<file path="src/rtl/approx_mult_pkg.sv">
// Shared constants and types for the approximate multiplier datapath.
package approx_mult_pkg;

  localparam int unsigned PROD_WIDTH = 16;
  localparam int unsigned SPLIT_POS  = 8;
  localparam int unsigned APPROX_LSB = 4;

  typedef logic [PROD_WIDTH-1:0] row_t;

endpackage

</file>
<file path="src/rtl/approx_split_adder.sv">
// Combinational N-bit adder slice with carry-in/carry-out.
// The lowest i_approx_cnt bits are OR-merged instead of added, and the
// carry leaving that region (including any carry-in) is forced to zero.
module approx_split_adder #(
  parameter int unsigned N  = 8,
  parameter int unsigned CW = $clog2(N + 1)
) (
  input  logic [N-1:0]  i_a,
  input  logic [N-1:0]  i_b,
  input  logic          i_cin,
  input  logic [CW-1:0] i_approx_cnt,
  output logic [N-1:0]  o_sum,
  output logic          o_cout
);

  logic w_c;

  // Bitwise ripple: OR-merge in the approximate region, full add above it.
  always_comb begin
    w_c   = i_cin;
    o_sum = '0;
    for (int unsigned i = 0; i < N; i++) begin
      if (CW'(i) < i_approx_cnt) begin
        o_sum[i] = i_a[i] | i_b[i];
        w_c      = 1'b0;
      end else begin
        o_sum[i] = i_a[i] ^ i_b[i] ^ w_c;
        w_c      = (i_a[i] & i_b[i]) | (w_c & (i_a[i] ^ i_b[i]));
      end
    end
    o_cout = w_c;
  end

endmodule

</file>
<file path="src/rtl/approx_final_adder_pipe.sv">
// Final carry-propagate stage of the approximate multiplier: adds the two
// compressed rows in a 2-stage split-carry pipeline with valid/ready.
// Optional macro APPROX_LOW_OR_EN: OR-merge the APPROX_BITS lowest bits.
module approx_final_adder_pipe
  import approx_mult_pkg::*;
#(
  parameter int unsigned WIDTH       = PROD_WIDTH,
  parameter int unsigned SPLIT       = SPLIT_POS,
  parameter int unsigned APPROX_BITS = APPROX_LSB
) (
  input  logic             clk,
  input  logic             rst_n,
  input  logic             in_valid,
  output logic             in_ready,
  input  logic [WIDTH-1:0] in_row_a,
  input  logic [WIDTH-1:0] in_row_b,
  output logic             out_valid,
  input  logic             out_ready,
  output logic [WIDTH-1:0] out_product,
  output logic             out_cout
);

  localparam int unsigned HI_W  = WIDTH - SPLIT;
  localparam int unsigned LO_CW = $clog2(SPLIT + 1);
  localparam int unsigned HI_CW = $clog2(HI_W + 1);

`ifdef APPROX_LOW_OR_EN
  localparam bit APPROX_EN = 1'b1;
`else
  localparam bit APPROX_EN = 1'b0;
`endif

  logic             r_s1_valid;
  logic             r_s2_valid;
  logic [SPLIT:0]   r_low_sum;
  logic [HI_W-1:0]  r_a_hi;
  logic [HI_W-1:0]  r_b_hi;
  logic [WIDTH-1:0] r_product;
  logic             r_cout;

  logic             w_s1_load;
  logic             w_s2_load;
  logic [LO_CW-1:0] w_lo_approx_cnt;
  logic [SPLIT-1:0] w_lo_sum;
  logic             w_lo_cout;
  logic [HI_W-1:0]  w_hi_sum;
  logic             w_hi_cout;

  assign w_s2_load = r_s1_valid && (!r_s2_valid || out_ready);
  assign in_ready  = !r_s1_valid || w_s2_load;
  assign w_s1_load = in_valid && in_ready;

  assign w_lo_approx_cnt = APPROX_EN ? LO_CW'(APPROX_BITS) : '0;

  approx_split_adder #(.N(SPLIT), .CW(LO_CW)) u_lo_add (
    .i_a          (in_row_a[SPLIT-1:0]),
    .i_b          (in_row_b[SPLIT-1:0]),
    .i_cin        (1'b0),
    .i_approx_cnt (w_lo_approx_cnt),
    .o_sum        (w_lo_sum),
    .o_cout       (w_lo_cout)
  );

  approx_split_adder #(.N(HI_W), .CW(HI_CW)) u_hi_add (
    .i_a          (r_a_hi),
    .i_b          (r_b_hi),
    .i_cin        (r_low_sum[SPLIT]),
    .i_approx_cnt ('0),
    .o_sum        (w_hi_sum),
    .o_cout       (w_hi_cout)
  );

  // Stage valid flags: each stage fills on load and empties when drained.
  always_ff @(posedge clk or negedge rst_n) begin
    if (!rst_n) begin
      r_s1_valid <= 1'b0;
      r_s2_valid <= 1'b0;
    end else begin
      if (w_s1_load)      r_s1_valid <= 1'b1;
      else if (w_s2_load) r_s1_valid <= 1'b0;
      if (w_s2_load)      r_s2_valid <= 1'b1;
      else if (out_ready) r_s2_valid <= 1'b0;
    end
  end

  // Stage 1: low sum with split carry, upper operand halves held for stage 2.
  always_ff @(posedge clk or negedge rst_n) begin
    if (!rst_n) begin
      r_low_sum <= '0;
      r_a_hi    <= '0;
      r_b_hi    <= '0;
    end else if (w_s1_load) begin
      r_low_sum <= {w_lo_cout, w_lo_sum};
      r_a_hi    <= in_row_a[WIDTH-1:SPLIT];
      r_b_hi    <= in_row_b[WIDTH-1:SPLIT];
    end
  end

  // Stage 2: upper add absorbs the split carry; registers drive outputs.
  always_ff @(posedge clk or negedge rst_n) begin
    if (!rst_n) begin
      r_product <= '0;
      r_cout    <= 1'b0;
    end else if (w_s2_load) begin
      r_product <= {w_hi_sum, r_low_sum[SPLIT-1:0]};
      r_cout    <= w_hi_cout;
    end
  end

  assign out_valid   = r_s2_valid;
  assign out_product = r_product;
  assign out_cout    = r_cout;

endmodule

</file>
<file path="config.mk">
export PLATFORM = sky130hd
export DESIGN_NAME = approx_final_adder_pipe
export DESIGN_NICKNAME = d
export VERILOG_FILES = /design/src/rtl/approx_mult_pkg.sv /design/src/rtl/approx_split_adder.sv /design/src/rtl/approx_final_adder_pipe.sv
export SDC_FILE = /design/constraint.sdc
export NUM_CORES = 1
export LEC_CHECK = 0
export ABC_CLOCK_PERIOD_IN_PS = 7650
export CAP_MARGIN = 40
export CORE_MARGIN = 2
export CORE_UTILIZATION = 30
export CTS_BUF_LIST = sky130_fd_sc_hd__clkbuf_8
export CTS_CLUSTER_SIZE = 30
export DETAILED_ROUTE_END_ITERATION = 16
export PLACE_DENSITY = 0.51
export RECOVER_POWER = 100
export SLEW_MARGIN = 0
export SYNTH_ARGS = -nofsm -noshare
export SYNTH_HDL_FRONTEND = slang
export SYNTH_SLANG_ARGS = --single-unit
</file>
<file path="constraint.sdc">
create_clock -name clk -period 7.65 [get_ports clk]
set_input_delay 1.1475 -clock clk [delete_from_list [all_inputs] [get_ports clk]]
set_output_delay 1.1475 -clock clk [all_outputs]
set_load 0.02 [all_outputs]
</file>
==> summary.txt <==
CTS
  • Postcts setup bufs: 0
  • Clk_lat worst skew: 290 ps
  • Clock transition at path regs: 90 ps
  • Clock root buffer: clkbuf_8
  • Clk sinks: 44
  • CTS Buffer Depth: 2
  • CTS tree: yes
  • H-tree depth: 2
  • Post_cts resized: 0
  • TritonCTS buffer count: 5
  • CTS Hold Buffers Added: 0

Drt
  • Remaining routing DRC violations: 0
  • Via count: 1143
  • Vias per cell: 4.068
  • 1st-pass router iterations: 4
  • WL per Instance: 14.18 microns
  • Post-DRT Antenna Nets: 0
  • Initial DRC count: 12
  • Routed Wire Length: 3985 microns

Floorplanning
  • # rows: 30
  • Initial core utilization: 31.29%
  • Num ports: 55
  • Total Die Area: 7858 sq um
  • Die height: 88.65 microns
  • CORE AREA: 6869 sq um
  • DIE WIDTH: 88.65 microns

Timing
  • Least-Margin Pin Slew: 1441 ps
  • Final Hold Viols: 0
  • Max Slew Vio Count: 0
  • Final setup skew: 9.686 ps
  • Final min period: 4631 ps
  • Unrepaired setup endpoints after global routing: false
  • Max Clk Rate: 0.2159 GHz
  • Hold Slack: 488.7 ps
  • Worst rel slew slack: 3.940%
  • Crit share post-route: 60.54%
  • Final setup violation count: 0
  • Fin Setup TNS: 0 ps

Worst setup path
  • Data arrival, critical path: 4830 ps
  • CP dominant cell by count: fa_1
  • RR Endpoint: out_product[15]
  • WP buf/inv: 2
  • FF-to-FF path depth: 12
  • Worst flop-to-flop path startpoint: r_a_hi[0]
  • Slowest CP cell: dlygate4sd3_1
  • Delay-heaviest family, CP: adder cells
  • CP Max Fanout: 1
  • WS Path Type: input port to flop
  • Cell Chain, Critical Path: dlygate4sd3_1 -> ha_1 -> fa_1 -> fa_1 -> fa_1 -> fa_1 -> fa_1 -> fa_1 -> inv_1 -> fa_1 -> mux2i_1
  • CP peak stage delay: 540 ps
  • Reg2Reg Setup Slack: 3880 ps
  • Critical Path End Type: flop
  • Startpoint Class: input port
  • WP data required: 7850 ps

Placed design
  • DP Wirelength: 3026 microns
  • Dpl cells: 273
  • Placed cell areas: 2774 sq um
  • Number of buffers added on ports: 54
  • GP Congestion: 0.6936

GRT
  • Number of global-route vias before repair: 1427
  • GRT Total Usage: 11.74%
  • Initial antenna violation count: 0
  • Grt ovf: 0
  • First-pass GRT wire length: 6934 microns
  • Largest net degree at the start of global routing: 28

Hold path
  • Worst Hold Class: flop to flop
  • Min-Delay Path Depth: 1
  • Hold endpoint: out_product[7]
  • HP Start: r_low_sum[7]

Cells and area
  • Design area: 2741 sq um
  • Multi-input logic area: 822.0 sq um
  • Layout cells sized above 1: 11.35%
  • N_diodes: 0
  • Final nets: 236
  • Register area: 1101 sq um
  • Non-Filler Instances: 281
  • # fillers: 648
  • Fin util: 39.91%
  • Area delta synth->final: 27.53%

Synthesis
  • Ys Warns: 0
  • Netlist Area Pre-Place: 2150 sq um
  • Synth cell types: 14
  • Sequential cell area fraction in the yosys report: 51.22%
  • Syn Area/Cell: 17.20 sq um
  • Mapped Nets: 177
  • Number of synthesized register bits: 44
  • Gate Count Post-Synth: 125

Power
  • Psw: 238.0 uW
  • Worst vdd ir: 0.0001153 V
  • Reg power frac: 43.8%
  • Leakage: 0.001189 uW
  • Pwr per Cell Area: 278.5 nW/um^2
  • Clock Power Share: 22.6%
  • Net Sw Frac: 31.17%
  • P_int: 525.5 uW
  • Comb pwr share: 33.7%

Run
  • Max-Cap Viols: 0

Outcome
  • Status: finished, final reports clean
[worst max path at each step]
stage / startpoint / cells past startpoint / slack [ps] / end
5_1_grt: in_row_b[0] / 11 / 2890 / r_low_sum[7]
2_1_floorplan: in_row_a[0] / 10 / 3420 / r_low_sum[7]
6_report: in_row_b[0] / 11 / 3020 / r_low_sum[7]
3_3_place_gp: in_row_a[0] / 11 / 2910 / r_low_sum[7]
4_1_cts: in_row_a[0] / 11 / 3170 / r_low_sum[7]
3_5_place_dp: in_row_a[0] / 11 / 2860 / r_low_sum[7]
[flip-flops by register name, indices dropped and copies added, names as in the netlist]
name	count
out_cout	1
out_product	16
out_valid	1
r_a_hi	8
r_b_hi	8
r_low_sum	9
r_s1_valid	1
[final cells by class]
type	count	area share [%]
Multi-Input combinational cell	64	29.99
Timing Repair Buffer	55	19.63
Tap cell	96	4.382
Clock inverter	3	1.415
Sequential cell	44	40.16
Inverter	14	1.917
Clock buffer	5	2.510
[metrics by stage]
| stage | power [uW] | setup slack (ps) |
|---|---|---|
| CTS | 837.3 | 3168 |
| global route | 821.8 | 2890 |
| detailed placement | 659.1 | 2858 |
| global placement | 646.3 | 2912 |
| floorplan | 517.8 | 3420 |
| finish | 763.6 | 3019 |
[synthesized netlist by cell type]
cell	count	share of area, %
nand2_4	1	0.52
mux2_4	25	17
mux2_2	12	6.3
mux2i_1	5	2.3
nand2b_1	2	0.58
or2b_1	1	0.35
buf_12	2	1.9
nand3b_4	1	0.93
buf_6	1	0.52
dfrtp_1	44	51
fa_1	15	14
ha_1	1	0.58
nand2_8	1	0.93
inv_1	14	2.4
[cells in the final DEF, fill, tap and decap left out, types with 5 or more instances in the layout]
cell	Yosys	routed
mux2_1	0	23
clkdlybuf4s50_1	0	32
inv_1	14	15
mux2i_1	5	5
dlygate4sd3_1	0	21
dfrtp_1	44	44
mux2_2	12	12
clkbuf_8	0	5
fa_1	15	15
[kinds of logic after synthesis]
logic type / synth area share (%)
fa+ha+maj: 14.55
buf+inv: 4.831
simple gates: 3.318
mux: 26.08
flops: 51.22
[per-layer routing]
layer,part of all wire [%],vias up,GRT usage (%)
met4,0.40,0,3.306
met2,47,43,18.59
met5,0,-,0
met1,46,574,15.14
li1,-,524,-
met3,7.2,2,4.384
[power groups by stage]
stage | sequential, uW | clock (uW) | combinational, uW
global route | 345 | 191 | 286
finish | 334 | 172 | 257
CTS | 341 | 181 | 316
detailed placement | 344 | 0 | 315
global placement | 340 | 0 | 307
floorplan | 387 | 0 | 130
No activity file was read; power rests on OpenSTA's default activity.
